`config.mk`:
```
export PLATFORM = sky130hd
export DESIGN_NAME = mc_mb_sequencer
export DESIGN_NICKNAME = d
export VERILOG_FILES = /design/src/rtl/mc_mb_sequencer.sv
export SDC_FILE = /design/constraint.sdc
export NUM_CORES = 1
export LEC_CHECK = 0
export CAP_MARGIN = 10
export CORE_ASPECT_RATIO = 1.5
export CORE_UTILIZATION = 40
export CTS_BUF_LIST = sky130_fd_sc_hd__clkbuf_4 sky130_fd_sc_hd__clkbuf_8
export CTS_CLUSTER_DIAMETER = 120
export DETAILED_ROUTE_END_ITERATION = 8
export PLACE_DENSITY_LB_ADDON = 0.2
export SLEW_MARGIN = 0
export SYNTH_ARGS = -nofsm -noshare
export SYNTH_HDL_FRONTEND = slang
export SYNTH_SLANG_ARGS = --single-unit
export TNS_END_PERCENT = 1
```
`constraint.sdc`:
```
create_clock -name clk -period 15.4 [get_ports clk]
set_input_delay 1.54 -clock clk [delete_from_list [all_inputs] [get_ports clk]]
set_output_delay 1.54 -clock clk [all_outputs]
set_load 0.03 [all_outputs]
```
`src/rtl/mc_mb_sequencer.sv`:
```
// mc_mb_sequencer: steps one inter macroblock through the MC datapath.
// It walks the 16 luma 4x4 blocks in H.264 order, then 4 Cb and 4 Cr blocks.
// For each block it requests four reference rows at motion-vector-offset
// addresses, then waits for the MC controller to finish that block.
module mc_mb_sequencer #(
  parameter int ADDR_W    = 16,
  parameter int MV_W      = 8,
  parameter int PITCH     = 176,
  parameter int LUMA_BASE = 0,
  parameter int CB_BASE   = 25344,
  parameter int CR_BASE   = 31680
) (
  input  logic                     clk,
  input  logic                     reset,
  input  logic                     mb_start,
  output logic                     mb_ready,
  input  logic [6:0]               mb_x,
  input  logic [6:0]               mb_y,
  input  logic signed [MV_W-1:0]   mv_x,
  input  logic signed [MV_W-1:0]   mv_y,
  output logic                     rd_req,
  output logic [ADDR_W-1:0]        rd_addr,
  input  logic                     rd_ack,
  output logic [1:0]               blk_row,
  output logic                     ccin,
  output logic [3:0]               blk_idx,
  input  logic                     blk_done,
  output logic                     mb_done,
  output logic                     busy
);

  // Two guard bits let negative intermediate coordinates wrap cleanly.
  localparam int CALC_W = ADDR_W + 2;
  localparam int CPITCH = PITCH / 2;

  typedef enum logic [1:0] {
    IDLE     = 2'd0,
    FETCH    = 2'd1,
    WAIT_BLK = 2'd2,
    DONE     = 2'd3
  } state_t;

  state_t                  state_q, state_d;
  logic [3:0]              blk_idx_q, blk_idx_d;
  logic                    ccin_q, ccin_d;
  logic [1:0]              blk_row_q, blk_row_d;
  logic [ADDR_W-1:0]       addr_q, addr_d;
  logic [6:0]              mbx_q, mbx_d, mby_q, mby_d;
  logic signed [MV_W-1:0]  mvx_q, mvx_d, mvy_q, mvy_d;

  // Reference address of the first pixel of one 4-pixel row of a 4x4 block.
  // Luma blocks follow the 8x8-then-4x4 scan; chroma uses a halved MV
  // (arithmetic shift, so negative vectors round toward minus infinity).
  // No clipping: the result simply wraps modulo 2^ADDR_W.
  function automatic logic [ADDR_W-1:0] blk_addr(
    input logic                    ch,
    input logic [3:0]              idx,
    input logic [1:0]              row,
    input logic [6:0]              mbx,
    input logic [6:0]              mby,
    input logic signed [MV_W-1:0]  mvx,
    input logic signed [MV_W-1:0]  mvy
  );
    logic signed [CALC_W-1:0] mbx_s, mby_s, bx_s, by_s, row_s;
    logic signed [CALC_W-1:0] mvx_s, mvy_s, x_s, y_s, base_s, pitch_s;
    logic [ADDR_W-1:0]        sum;
    mbx_s = CALC_W'($signed({1'b0, mbx}));
    mby_s = CALC_W'($signed({1'b0, mby}));
    row_s = CALC_W'($signed({1'b0, row}));
    mvx_s = CALC_W'(mvx);
    mvy_s = CALC_W'(mvy);
    if (!ch) begin
      bx_s    = CALC_W'($signed({1'b0, idx[2], idx[0]}));
      by_s    = CALC_W'($signed({1'b0, idx[3], idx[1]}));
      x_s     = (mbx_s <<< 4) + (bx_s <<< 2) + mvx_s;
      y_s     = (mby_s <<< 4) + (by_s <<< 2) + row_s + mvy_s;
      base_s  = CALC_W'(LUMA_BASE);
      pitch_s = CALC_W'(PITCH);
    end else begin
      bx_s    = CALC_W'($signed({1'b0, idx[0]}));
      by_s    = CALC_W'($signed({1'b0, idx[1]}));
      x_s     = (mbx_s <<< 3) + (bx_s <<< 2) + (mvx_s >>> 1);
      y_s     = (mby_s <<< 3) + (by_s <<< 2) + row_s + (mvy_s >>> 1);
      base_s  = idx[2] ? CALC_W'(CR_BASE) : CALC_W'(CB_BASE);
      pitch_s = CALC_W'(CPITCH);
    end
    sum = ADDR_W'(base_s + y_s * pitch_s + x_s);
    return sum;
  endfunction

  // Next-state logic: block walk, row stepping and address of the next request.
  always_comb begin
    state_d   = state_q;
    blk_idx_d = blk_idx_q;
    ccin_d    = ccin_q;
    blk_row_d = blk_row_q;
    mbx_d     = mbx_q;
    mby_d     = mby_q;
    mvx_d     = mvx_q;
    mvy_d     = mvy_q;
    addr_d    = addr_q;
    case (state_q)
      IDLE: begin
        if (mb_start) begin
          mbx_d     = mb_x;
          mby_d     = mb_y;
          mvx_d     = mv_x;
          mvy_d     = mv_y;
          blk_idx_d = 4'd0;
          ccin_d    = 1'b0;
          blk_row_d = 2'd0;
          state_d   = FETCH;
        end
      end
      FETCH: begin
        if (rd_ack) begin
          if (blk_row_q == 2'd3) begin
            state_d = WAIT_BLK;
          end else begin
            blk_row_d = blk_row_q + 2'd1;
          end
        end
      end
      WAIT_BLK: begin
        if (blk_done) begin
          if (ccin_q && (blk_idx_q == 4'd7)) begin
            state_d = DONE;
          end else begin
            if (!ccin_q && (blk_idx_q == 4'd15)) begin
              ccin_d    = 1'b1;
              blk_idx_d = 4'd0;
            end else begin
              blk_idx_d = blk_idx_q + 4'd1;
            end
            blk_row_d = 2'd0;
            state_d   = FETCH;
          end
        end
      end
      DONE: begin
        state_d = IDLE;
      end
      default: begin
        state_d = IDLE;
      end
    endcase
    // The address is registered ahead of time so it is valid on the first
    // FETCH cycle and holds steady while a request waits for rd_ack.
    if (state_d == FETCH) begin
      addr_d = blk_addr(ccin_d, blk_idx_d, blk_row_d, mbx_d, mby_d, mvx_d, mvy_d);
    end
  end

  // Control registers, cleared by synchronous reset to abort any macroblock.
  always_ff @(posedge clk) begin
    if (reset) begin
      state_q   <= IDLE;
      blk_idx_q <= 4'd0;
      ccin_q    <= 1'b0;
      blk_row_q <= 2'd0;
      addr_q    <= '0;
    end else begin
      state_q   <= state_d;
      blk_idx_q <= blk_idx_d;
      ccin_q    <= ccin_d;
      blk_row_q <= blk_row_d;
      addr_q    <= addr_d;
    end
  end

  // Macroblock position and motion vector captured on accept.
  always_ff @(posedge clk) begin
    mbx_q <= mbx_d;
    mby_q <= mby_d;
    mvx_q <= mvx_d;
    mvy_q <= mvy_d;
  end

  assign mb_ready = (state_q == IDLE);
  assign busy     = (state_q != IDLE);
  assign rd_req   = (state_q == FETCH);
  assign mb_done  = (state_q == DONE);
  assign rd_addr  = addr_q;
  assign blk_row  = blk_row_q;
  assign ccin     = ccin_q;
  assign blk_idx  = blk_idx_q;

endmodule

```
**After elaboration in Yosys (flattened, before gate mapping)**

Cells that the tools add are included.

- Register bits: 55
- Input port bits: 35
- Output and inout bits: 27
- Word-level logic and storage cells: 75

- Add/subtract/negate cells: 14
- Multipliers: 1
- Equality and inequality tests: 7
- Muxes and demuxes: 39
- Reductions and logical operators: 5

Operators by type and width:

| cell | count |
|---|---|
| 18-bit two-way mux | 3 |
| 16-bit two-way mux | 3 |
| 8-bit two-way mux | 5 |
| 16-bit adder | 2 |
| 7-bit two-way mux | 4 |
| 11-bit by 4-bit adder with 12-bit output | 2 |
| 10-bit by 3-bit adder with 11-bit output | 2 |
| 2-bit two-way mux | 10 |
| 18-bit by 18-bit multiplier with 16-bit output | 1 |
| 4-bit two-way mux | 4 |
| 14-bit by 8-bit adder with 15-bit output | 1 |
| 15-bit two-way mux | 1 |
| 13-bit by 7-bit adder with 14-bit output | 1 |
| 13-bit by 8-bit adder with 14-bit output | 1 |
| 12-bit by 2-bit adder with 13-bit output | 1 |
| 12-bit by 7-bit adder with 13-bit output | 1 |
| 13-bit two-way mux | 1 |
| 11-bit by 2-bit adder with 12-bit output | 1 |
| 2-bit case mux with 4 select lines | 1 |
| 4-bit case mux with 2 select lines | 1 |
| 2-bit equality test (second input constant) | 3 |
| 2-bit case mux with 3 select lines | 1 |
| 4-bit by 1-bit adder with 4-bit output (second input constant) | 1 |
| 2-bit by 1-bit equality test with 1-bit output (second input constant) | 2 |
| other kinds (9) | 13 |

**Depth between registers and ports, before layout**

- Depth in word-level cells: 14
- Depth in mapped cells: 36
- Mapped depth without buffers: 35

**Least setup slack after synthesis**

OpenSTA, ideal clock, no wires.

- Kind: input to register
- Start: in mb_start
- End: reg addr_q[15], in the netlist rd_addr[15]
- Library setup time: 0.117 ns
- Arrival: 8.549 ns
- Data required time: 15.283 ns
- Path slack: 6.734 ns
- Stages: 32
- Buffers on the path: 2
- Cells stage by stage: nor3b_4 -> clkbuf_1 -> clkbuf_1 -> nand2_1 -> nand2_1 -> ha_1 -> inv_1 -> fa_1 -> nor2b_1 -> o21ai_0 -> nor2b_1 -> xnor2_1 -> nand2_1 -> nand2_1 -> fa_1 -> inv_1 -> fa_1 -> inv_1 -> ha_1 -> fa_1 -> fa_1 -> inv_1 -> fa_1 -> inv_1 -> ha_1 -> or4_1 -> a21oi_1 -> o31ai_1 -> xnor2_1 -> xnor2_1 -> xnor3_1 -> a22o_1

- Elaborated cells on any way between the ends: 39
- Classes of those cells: add/sub (12); mul (1); eq/ne (1); mux (25)

RTL lines:

| item | RTL line | RTL |
|---|---|---|
| start: declaration | 15 | `input logic mb_start,` |
| 8-bit two-way mux * | 104 | `if (mb_start) begin` |
| 8-bit two-way mux * | 102 | `case (state_q)` |
| net mvy_d[1] | 49 | `logic signed [MV_W-1:0] mvx_q, mvx_d, mvy_q, mvy_d;` |
| 14-bit by 8-bit adder with 15-bit output or 13-bit by 7-bit adder with 14-bit output (tied branches) | 76, 83 |  |
| 18-bit two-way mux * | 72 | `if (!ch) begin` |
| 18-bit two-way mux * | 149 | `if (state_d == FETCH) begin` |
| 18-bit by 18-bit multiplier with 16-bit output * | 87 | `sum = ADDR_W'(base_s + y_s * pitch_s + x_s);` |
| 16-bit adder * (2 in series) | 87 |  |
| end signal: assignment | 167 | `addr_q <= addr_d;` |
| end: declaration | 47 | `logic [ADDR_W-1:0] addr_q, addr_d;` |

Mark *: on every way through the listed nets, which the timed path passes. The rest lies on a longest branch. The select of a mux whose other input is x is not followed.
A chain may end at the register's enable or synchronous reset.

**Final worst setup path**

- Start: in mb_start
- End: reg addr_q[15], in the netlist rd_addr[15]

- Cells in the longest elaborated chain, start to end: 10
- Elaborated cells on any way between the ends: 39
- Classes of those cells: add/sub (12); mul (1); eq/ne (1); mux (25)

RTL lines:

| item | RTL line | RTL |
|---|---|---|
| 4-bit two-way mux * | 104 |  |
| 4-bit case mux with 2 select lines * | 102 |  |
| net blk_idx_d[1] | 44 | `logic [3:0] blk_idx_q, blk_idx_d;` |
| 11-bit by 4-bit adder with 12-bit output or 10-bit by 3-bit adder with 11-bit output (tied branches) | 76, 83 |  |
| 12-bit by 2-bit adder with 13-bit output or 11-bit by 2-bit adder with 12-bit output (tied branches) | 76, 83 |  |
| 14-bit by 8-bit adder with 15-bit output or 13-bit by 7-bit adder with 14-bit output (tied branches) | 76, 83 |  |
| 18-bit two-way mux * | 72 |  |
| 18-bit two-way mux * | 149 |  |
| 18-bit by 18-bit multiplier with 16-bit output * | 87 |  |
| 16-bit adder * (2 in series) | 87 |  |

Marked as above.

==> summary.md <==
| Metric | Value |
|---|---|
| Status | `complete, no violations` |
| Area delta synth->final | `14.2%` |
| Post-CTS Setup Inserts | `0` |
| Slew Viols, Final | `0` |
| Root Buffer | `clkbuf_8` |
| CTS Buf Count | `5` |
| Initial antenna violation count | `0` |
| Cells on worst reg2reg path | `29` |
| Crit path DAT | `9.35 ns` |
| Critical Path Sink | `rd_addr[15]` |
| Number of synthesized flops with an enable pin | `0` |
| Max-cap violations | `0` |
| DP Wirelength | `11,400 microns` |
| Layout cells sized above 1 | `2.85%` |
| Row count | `53` |
| Final wirelength | `13,500 microns` |
| Via count | `4,878` |
| Critical path class | `primary input to flop` |
| Fin worst setup slack | `6.27 ns` |
| First-pass GRT wire length | `22,200 microns` |
| Sum Neg Setup Slack | `0 ns` |
| Crit Path Max Fanout | `26` |
| HP Class | `flop to flop` |
| Cell mode on critical path | `ha_1` |
| Pre-Repair DR Iteration Count | `4` |
| Initial Util | `41.5%` |
| Synth warnings | `0` |
| Top Metal Used | `met4` |
| Core outline area | `0.0142 sq mm` |
| Netlist Area Pre-Place | `0.00589 sq mm` |
| Synth cell types | `52` |
| IO buf count | `61` |
| Grt ovf | `0` |
| R2R Setup Slk | `7.29 ns` |
| Setup skew after layout | `0.00852 ns` |
| Sink Count | `55` |
| Final antenna-violating net count | `0` |
| Slew @ Worst Pin | `0.909 ns` |
| F_max | `110 MHz` |
| Critical Path End Type | `flop` |
| Critical R2R Launch | `state_q[0]` |
| Pin count of the biggest net entering global routing | `39` |
| Unrepaired setup endpoints after global routing | `false` |
| Post-Syn Instances | `733` |
| Final setup viols | `0` |
| Number of global-route vias before repair | `4,960` |
| Tcrit/Tclk final | `59.3%` |
| Slowest cell delay on critical path | `0.68 ns` |
| Antenna diodes | `0` |
| Cts hold-fix bufs | `0` |
| Avg Cell Area, Syn | `8.03 sq um` |
| Placer Congestion | `0.918` |
| H-tree lvl count | `2` |
| Clock Pin Slew Worst Setup and Hold Paths | `0.10 ns` |
| Post-CTS Resized | `0` |
| Worst skew pair latency | `0.32 ns` |
| M1 WL | `5450 microns` |
| Global Route Usage Sum | `18.6%` |
| Met2 Wirelength | `7150 microns` |
| Post-synth ARST share | `0%` |
| Tmin final | `9.13 ns` |
| Placed cells | `956` |
| Per-cell routed wire length | `14.0 microns` |
| DRC | `0` |
| Worst Path Required | `15.62 ns` |
| Worst setup SP type | `primary input` |
| Die Area | `0.0152 sq mm` |
| Syn_nets | `894` |
| Main flop type after synthesis | `dfxtp_1` |
| Reg-to-reg critical path endpoint | `rd_addr[15]` |
| DRT iter0 DRCs | `118` |
| Register area share after synthesis | `18.7%` |
| Max-slew headroom | `39.2%` |
| Final hold slack | `0.456 ns` |
| Clock tree from TritonCTS | `yes` |
| #FFs+latches synth | `55` |
| Vias/cell | `5.06` |
| Critical Path Source | `mb_start` |
| Chip width | `101 microns` |
| Net count, final | `932` |
| Io pins | `62` |
| Clk buf depth | `2` |
| Pre-CTS setup slack | `5.95 ns` |
| Final hold vios | `0` |
| Slowest CP cell | `nand2_1` |
| Die height | `151 microns` |
| Final cell count without fillers | `964` |
| Met3 Routed Length | `308 microns` |
==> flip-flops by register name, summed over array words and instances, names as in the netlist <==
| register | count |
|---|---|
| ccin | 1 |
| state_q | 2 |
| rd_addr | 16 |
| blk_idx | 4 |
| mby_q | 7 |
| mvy_q | 8 |
| mvx_q | 8 |
| mbx_q | 7 |
| blk_row | 2 |
==> synthesized netlist by cell type, drive strengths merged (6+ instances only) <==
master,count,area [sq um]
o21bai,10,75.1
nor2b,12,75.1
clkbuf,29,109
and2,6,37.5
ha,88,1100
a21oi,59,295
fa,38,761
nor2,44,168
o21ai,24,120
xnor2,31,272
nand2b,7,43.8
inv,84,315
dfxtp,55,1100
nand3,6,30.0
xor2,21,184
a211oi,8,60.1
nand2,134,503
a21o,16,120
mux2i,9,90.1
==> how the worst min path moves through the flow <==
| stage | from | end | slack [ns] | cells after the start |
|---|---|---|---|---|
| floorplan | mvx_q[0] | mvx_q[0] | 0.42 | 2 |
| global placement | mvy_q[6] | mvy_q[6] | 0.44 | 2 |
| detailed placement | mbx_q[3] | mbx_q[3] | 0.44 | 2 |
| CTS | rd_addr[10] | rd_addr[10] | 0.46 | 2 |
| global route | rd_addr[10] | rd_addr[10] | 0.48 | 2 |
| finish | rd_addr[10] | rd_addr[10] | 0.46 | 2 |
==> placed cells by master (no fill, tap or decap), types with 7 or more instances in the layout <==
master           count
clkdlybuf4s50_1     61
o21bai_1            10
inv_1               83
a21oi_1             59
a211oi_1             8
o21ai_0             24
mux2i_1              9
nand2_1            134
fa_1                38
xnor2_1             31
a21o_1              16
ha_1                88
nor2b_1             12
xor2_1              21
dfxtp_1             55
nor2_1              43
nand2b_1             7
==> per-layer routing <==
layer / vias up / GRT usage (%)
met4: 0 / 9.49
met1: 2280 / 19.2
met3: 28 / 1.72
met2: 88 / 36.3
met5: - / 0
li1: 2482 / -
==> per-stage QoR <==
step	instance area [sq um]	util, %
4_1_cts	6720	47.4
3_3_place_gp	6620	46.7
6_report	6720	47.4
3_5_place_dp	6620	46.7
2_1_floorplan	5890	-
5_1_grt	6720	47.4
==> critical path: cells and delay by family <==
family	cells	cell delay, ns
AO/OA/AOI/OAI	9	1.85
buffers and inverters	3	0.55
adder cells (fa/ha/maj)	8	3.06
XOR/XNOR	4	0.76
AND/OR/NAND/NOR	5	1.59
==> final cells by class <==
cell class	count	area [sq um]
inverter	84	315
tap	192	240
fill	1451	7470
multi-input combinational	562	4340
sequential	55	1100
clock buffer	5	68.8
timing repair buffer	63	626
clock inverter	3	27.5
==> cell families after synthesis <==
group | count (synthesis) | share of synthesized area, %
XOR/XNOR | 53 | 8.12
adder cells (fa/ha/maj) | 126 | 31.6
AO/OA/AOI/OAI | 148 | 15.9
flip-flops | 55 | 18.7
AND/OR/NAND/NOR | 226 | 16.6
multiplexers | 9 | 1.53
buffers and inverters | 116 | 7.54
Power is left out: the tool's default activity adds up to more than one toggle a clock period on the data nets, which glitch-free logic cannot reach.
